**config.mk**
```make
export PLATFORM = sky130hd
export DESIGN_NAME = ej32_obuf_tx_flat
export DESIGN_NICKNAME = d
export VERILOG_FILES = /design/src/rtl/ej32_pkg.sv /design/src/rtl/ej32_obuf_tx_if.sv /design/src/rtl/ej32_baud_gen.sv /design/src/rtl/ej32_obuf_tx.sv /design/src/flat_wrapper.sv
export SDC_FILE = /design/constraint.sdc
export NUM_CORES = 1
export LEC_CHECK = 0
export ABC_AREA = 1
export BUFFER_PORTS_ARGS = -buffer_cell sky130_fd_sc_hd__buf_2
export CAP_MARGIN = 5
export CORE_AREA = 3 3 86 88
export CTS_CLUSTER_SIZE = 20
export DETAILED_ROUTE_END_ITERATION = 6
export DIE_AREA = 0 0 89 91
export PLACE_DENSITY = 0.82
export SYNTH_ARGS = -nofsm -noshare
export SYNTH_HDL_FRONTEND = slang
export SYNTH_SLANG_ARGS = --single-unit
```
**constraint.sdc**
```tcl
create_clock -name clk -period 2.4 [get_ports clk]
set_input_delay 0.12 -clock clk [delete_from_list [all_inputs] [get_ports clk]]
set_output_delay 0.12 -clock clk [all_outputs]
set_load 0.02 [all_outputs]
```
**src/rtl/ej32_pkg.sv**
```systemverilog
// Shared FSM state encoding and serial frame constants for the EJ32 output transmitter.
// Defining EJ32_TX_PARITY_EN adds a PARITY state between DATA and STOP.
package ej32_pkg;

    localparam int unsigned DATA_BITS = 8;
    localparam int unsigned STOP_BITS = 1;

    typedef enum logic [2:0] {
        S_IDLE,
        S_FETCH,
        S_WAIT,
        S_START,
        S_DATA,
`ifdef EJ32_TX_PARITY_EN
        S_PARITY,
`endif
        S_STOP,
        S_DONE
    } state_t;

    function automatic logic even_parity(input logic [DATA_BITS-1:0] b);
        return ^b;
    endfunction

endpackage

```
**src/rtl/ej32_obuf_tx_if.sv**
```systemverilog
// RAM read port used by the output-buffer transmitter: request/address out, grant/data back.
// The master side issues reads; read data is valid one cycle after an accepted request.
interface ej32_obuf_tx_if #(
    parameter int unsigned ASZ = 17
);
    logic           mem_re;
    logic [ASZ-1:0] mem_a;
    logic           mem_gnt;
    logic [7:0]     mem_d;

    modport master (output mem_re, output mem_a, input mem_gnt, input mem_d);
    modport slave  (input mem_re, input mem_a, output mem_gnt, output mem_d);
endinterface

```
**src/rtl/ej32_baud_gen.sv**
```systemverilog
// Bit-timing counter: pulses tick once every BAUD_DIV cycles while clr is low.
// clr holds the count at zero so the next bit period starts fresh.
module ej32_baud_gen #(
    parameter int unsigned BAUD_DIV = 208
) (
    input  logic clk,
    input  logic rst,
    input  logic clr,
    output logic tick
);
    localparam int unsigned CW = (BAUD_DIV > 1) ? $clog2(BAUD_DIV) : 1;
    localparam logic [CW-1:0] LAST = CW'(BAUD_DIV - 1);

    logic [CW-1:0] cnt;

    assign tick = !clr && (cnt == LAST);

    always_ff @(posedge clk or negedge rst) begin
        if (!rst) begin
            cnt <= '0;
        end else if (clr || tick) begin
            cnt <= '0;
        end else begin
            cnt <= cnt + 1'b1;
        end
    end
endmodule

```
**src/rtl/ej32_obuf_tx.sv**
```systemverilog
// Drains len bytes from the RAM output ring (starting at offset head) onto a UART line.
// Frames are 8N1 by default; defining EJ32_TX_PARITY_EN inserts an even-parity bit.
module ej32_obuf_tx
    import ej32_pkg::*;
#(
    parameter int unsigned OBUF     = 'h1400,
    parameter int unsigned ASZ      = 17,
    parameter int unsigned OB_SZ    = 1024,
    parameter int unsigned BAUD_DIV = 208
) (
    input  logic                     clk,
    input  logic                     rst,
    input  logic                     start,
    input  logic [$clog2(OB_SZ)-1:0] head,
    input  logic [$clog2(OB_SZ):0]   len,
    ej32_obuf_tx_if.master           mem,
    output logic                     tx,
    output logic                     busy,
    output logic                     done
);
    localparam int unsigned OW = $clog2(OB_SZ);
    localparam int unsigned BW = $clog2(DATA_BITS);

    state_t              state, state_nx;
    logic [OW-1:0]       head_q;
    logic [OW:0]         len_q;
    logic [OW:0]         idx;
    logic [BW-1:0]       bit_cnt;
    logic [DATA_BITS-1:0] shreg;
    logic [OW-1:0]       offset;
    logic                tick;
    logic                bclr;
`ifdef EJ32_TX_PARITY_EN
    logic                par;
`endif

    // Truncation to OW bits gives the modulo-OB_SZ ring wrap.
    assign offset = head_q + idx[OW-1:0];

    ej32_baud_gen #(.BAUD_DIV(BAUD_DIV)) u_baud (
        .clk  (clk),
        .rst  (rst),
        .clr  (bclr),
        .tick (tick)
    );

    always_comb begin
        state_nx   = state;
        mem.mem_re = 1'b0;
        mem.mem_a  = '0;
        tx         = 1'b1;
        busy       = 1'b0;
        done       = 1'b0;
        bclr       = 1'b1;
        unique case (state)
            S_IDLE: begin
                if (start) state_nx = (len != '0) ? S_FETCH : S_DONE;
            end
            S_FETCH: begin
                busy       = 1'b1;
                mem.mem_re = 1'b1;
                mem.mem_a  = ASZ'(OBUF) + ASZ'(offset);
                if (mem.mem_gnt) state_nx = S_WAIT;
            end
            S_WAIT: begin
                busy     = 1'b1;
                state_nx = S_START;
            end
            S_START: begin
                busy = 1'b1;
                bclr = 1'b0;
                tx   = 1'b0;
                if (tick) state_nx = S_DATA;
            end
            S_DATA: begin
                busy = 1'b1;
                bclr = 1'b0;
                tx   = shreg[0];
`ifdef EJ32_TX_PARITY_EN
                if (tick && bit_cnt == BW'(DATA_BITS - 1)) state_nx = S_PARITY;
            end
            S_PARITY: begin
                busy = 1'b1;
                bclr = 1'b0;
                tx   = par;
                if (tick) state_nx = S_STOP;
`else
                if (tick && bit_cnt == BW'(DATA_BITS - 1)) state_nx = S_STOP;
`endif
            end
            S_STOP: begin
                busy = 1'b1;
                bclr = 1'b0;
                if (tick && bit_cnt == BW'(STOP_BITS - 1))
                    state_nx = ((idx + 1'b1) < len_q) ? S_FETCH : S_DONE;
            end
            S_DONE: begin
                done     = 1'b1;
                state_nx = S_IDLE;
            end
            default: state_nx = S_IDLE;
        endcase
    end

    always_ff @(posedge clk or negedge rst) begin
        if (!rst) begin
            state   <= S_IDLE;
            head_q  <= '0;
            len_q   <= '0;
            idx     <= '0;
            bit_cnt <= '0;
        end else begin
            state <= state_nx;
            // Only an idle transmitter accepts a new request; start while busy is dropped.
            if (state == S_IDLE && start && len != '0) begin
                head_q <= head;
                len_q  <= len;
                idx    <= '0;
            end
            if (state == S_STOP && state_nx != S_STOP) idx <= idx + 1'b1;
            if (state_nx != state) bit_cnt <= '0;
            else if (tick)         bit_cnt <= bit_cnt + 1'b1;
        end
    end

    always_ff @(posedge clk) begin
        if (state == S_WAIT) begin
            shreg <= mem.mem_d;
`ifdef EJ32_TX_PARITY_EN
            par   <= even_parity(mem.mem_d);
`endif
        end else if (state == S_DATA && tick) begin
            shreg <= {1'b0, shreg[DATA_BITS-1:1]};
        end
    end
endmodule

```
**src/flat_wrapper.sv**
```systemverilog
// flat-port wrapper written by rule: the top's interface ports become plain ports
module ej32_obuf_tx_flat import ej32_pkg::*;
#(
    parameter int unsigned OBUF     = 'h1400,
    parameter int unsigned ASZ      = 17,
    parameter int unsigned OB_SZ    = 1024,
    parameter int unsigned BAUD_DIV = 208
)
  (clk, rst, start, head, len, tx, busy, done, mem_mem_re, mem_mem_a, mem_mem_gnt, mem_mem_d);
  ej32_obuf_tx_if #(.ASZ(ASZ)) mem_i ();
  input  logic clk;
  input  logic rst;
  input  logic start;
  input  logic [$clog2(OB_SZ)-1:0] head;
  input  logic [$clog2(OB_SZ):0] len;
  output logic tx;
  output logic busy;
  output logic done;
  output wire logic [$bits(mem_i.mem_re)-1:0] mem_mem_re;
  output wire logic [$bits(mem_i.mem_a)-1:0] mem_mem_a;
  input wire logic [$bits(mem_i.mem_gnt)-1:0] mem_mem_gnt;
  input wire logic [$bits(mem_i.mem_d)-1:0] mem_mem_d;
  assign mem_mem_re = mem_i.mem_re;
  assign mem_mem_a = mem_i.mem_a;
  assign mem_i.mem_gnt = mem_mem_gnt;
  assign mem_i.mem_d = mem_mem_d;
  ej32_obuf_tx #(.OBUF(OBUF), .ASZ(ASZ), .OB_SZ(OB_SZ), .BAUD_DIV(BAUD_DIV)) u_core (.clk(clk), .rst(rst), .start(start), .head(head), .len(len), .mem(mem_i), .tx(tx), .busy(busy), .done(done));
endmodule
```
==> impl_metrics.yaml <==
worst_setup_path:
  start_kind: "flop"
  crit_type: "reg -> out"
  r2r_cells: 18
  crit_start: "u_core.idx[0]"
  r2r_end: "u_core.bit_cnt[2]"
  cp.arrival_ns: 2.34
  rrSetupSlack_ns: -0.02
  r2r-start: "u_core.idx[0]"
  worstPathRequired_ns: 2.28
  path_max_fanout: 5
  end_kind: "output pin"
  crit_end: "mem_mem_a[6]"
finish:
  diodes: 0
  final_util: 0.633
  drive_gt1_frac: 0.331
  final_cell_mix: "nand2_1 (79), inv_1 (62), buf_2 (45)"
  nets: 550
  area_growth_pct: 21.8
  layout_commonest_cell: "nand2_1"
sta:
  hold_viol_final: 46
  rsz0062_at_grt: "true"
  slew_headroom: 0.327
  whs_ns: -0.0361
  maxSlewViolCount: 0
  layout_setup_ws_ns: -0.0557
  fmax_ghz: 0.407
  timing.final.crit_share: 1.02
  tns_ns: -0.138
  finalSetupViolCount: 6
  fin_crit_ns: 2.46
  finalClockSkew_ns: 0.0107
  tightest_slew_ns: 1.01
power:
  pwr-share-seq: 0.342
  p_clk_frac: 0.126
  swShare: 0.437
  power_w: 0.00433
  ir_drop_uv: 446
  powerDensity_nw_per_um2: 1020
  p_sw_w: 0.00189
  p_leak_nw: 2.27
  p_int_w: 0.00244
  pwr-share-comb: 0.532
global_route:
  grt_pass1_vias: 2768
  grt_pass1_wl_mm: 12.4
  antenna_found_initial: 0
  grt_max_degree: 47
  grt_use_total: 0.192
  grt_overflow_total: 0
status:
  violations: "hold timing, setup timing"
  outcome: "finished, violations left"
yosys:
  synth_cell_types: 40
  synth-edff-count: 8
  ys_seq_area_frac: 0.399
  syn_inst: 421
  synth_fa_ha_area_frac: 0.0954
  synth_xor_area_frac: 0.0226
  synth_top_family_by_area: "simple AND/OR/NAND/NOR gates"
  synthFlopType: "dfrtp_1"
  yosys_warnings: 0
  synth_seq_cells: 54
  ys_async_sr_fraction: 0.852
  synth_mux_area_frac: 0.0577
  synth_simple_gate_area_frac: 0.236
  syn_avg_cell_area_um2: 8.29
  synth-compound-area-share: 0.0872
  syn_area_um2: 3490
floorplan:
  initial_core_util: 0.519
  die-area_um2: 8100
  die_w_um: 89
  die_h_um: 91
  core_um2: 6720
  io_pins: 54
  rows: 30
cts:
  cts_made_buffers: 5
  root_buffer: "clkbuf_8"
  cts_tree: "built"
  cts_max_level: 2
  clkTransAtPathRegs_ns: 0.10
  cts_max_path_buffers: 2
  insertion_delay_ns: 0.31
  hold_buffers: 0
  cts_num_sinks: 54
placed_design:
  gp_congestion: 0.918
  hpwl_mm: 5.47
  numPortBuffers: 48
drt:
  ant_nets: 0
  wirelength_mm: 7.67
  vias: 2897
  wire_per_inst_um: 13.4
  drc: 0
  routed_via_density: 5.06
  drtPass1Iterations: 5
  drtIter0Drc: 154
job:
  cap_violations: 0
min_path:
  hold_class: "in -> async"
==> cells in the mapped netlist, types with 4 or more instances <==
| master | instances | area, µm² |
|---|---|---|
| inv_1 | 62 | 233 |
| inv_2 | 5 | 18.8 |
| dfrtp_1 | 46 | 1150 |
| nand3_2 | 6 | 60.1 |
| a21oi_1 | 21 | 105 |
| buf_4 | 7 | 52.6 |
| nand2_1 | 89 | 334 |
| edfxtp_1 | 8 | 240 |
| o21ai_0 | 25 | 125 |
| o21ai_1 | 5 | 25.0 |
| ha_1 | 25 | 313 |
| xor2_1 | 9 | 78.8 |
| mux2_2 | 13 | 146 |
| nand2_2 | 11 | 68.8 |
| nand3_1 | 18 | 90.1 |
| nor2_1 | 34 | 128 |
| mux2_1 | 4 | 45.0 |
==> critical path, cell delays in order (launching register included) <==
cell	delay, ns
dfrtp_2	0.50
ha_2	0.23
fa_1	0.37
nand2_1	0.07
inv_1	0.04
o21ai_0	0.13
nand2_1	0.12
a21oi_1	0.14
o21ai_1	0.09
o21ai_1	0.12
a21oi_1	0.05
buf_2	0.16
==> cell type report <==
type | instances | area, µm²
inverter | 69 | 273
tap | 80 | 100
fill | 523 | 2470
multi-input combinational | 290 | 1970
clock inverter | 2 | 15.0
sequential | 54 | 1390
clock buffer | 6 | 82.6
timing repair buffer | 71 | 420
==> cells by family after synthesis <==
kind of cell,Yosys count
xor+xnor,9
mux,18
flops,54
buf+inv,81
fa+ha+maj,26
simple gates,174
compound gates,58
other cells,1
==> what timing repair did <==
| item | in CTS | in global routing |
|---|---|---|
| gates resized for setup | 19 | 36 |
| buffers inserted | 4 | 6 |
| setup endpoints to repair | 5 | 8 |
| pin swaps | 8 | 13 |
==> worst min-delay path by stage <==
stage | slack, ns | startpoint | endpoint
3_3_place_gp | 0.34 | rst | u_core.u_baud.cnt[5]
5_1_grt | 0.006 | head[8] | u_core.head_q[8]
6_report | -0.04 | rst | u_core.u_baud.cnt[5]
2_1_floorplan | -0.18 | rst | u_core.bit_cnt[0]
4_1_cts | 0.01 | rst | u_core.u_baud.cnt[5]
3_5_place_dp | 0.34 | head[8] | u_core.head_q[8]
==> power by group through the flow <==
stage	combinational, W	sequential [W]	clock, W
2_1_floorplan	0.00158	0.00141	0
3_3_place_gp	0.00198	0.00145	0
3_5_place_dp	0.00205	0.00147	0
4_1_cts	0.00213	0.00146	0.000553
5_1_grt	0.00259	0.00152	0.000605
6_report	0.00230	0.00148	0.000546
==> registers in the layout, summed over array words and instances, names as in the netlist <==
| register | count |
|---|---|
| u_core.bit_cnt | 3 |
| u_core.u_baud.cnt | 8 |
| u_core.idx | 11 |
| u_core.state | 3 |
| u_core.head_q | 10 |
| u_core.len_q | 11 |
| u_core.shreg | 8 |
==> per-layer routing <==
metal	up-vias	share of wire	GRT usage
li1	1472	-	-
met1	1332	0.43	0.259
met2	82	0.51	0.314
met3	11	0.046	0.0354
met4	0	0.015	0.0558
met5	-	0	0
==> per-stage QoR <==
stage / area [µm²] / setup WS (ns) / cells
after floorplan: 3500 / 0.112 / 425
after detailed placement: 3860 / -0.0775 / 554
after CTS: 4050 / 0.00877 / 566
after global placement: 3860 / -0.0239 / 554
final: 4250 / -0.0557 / 572
after global routing: 4250 / -0.213 / 572
(Power assumes the default switching activity.)
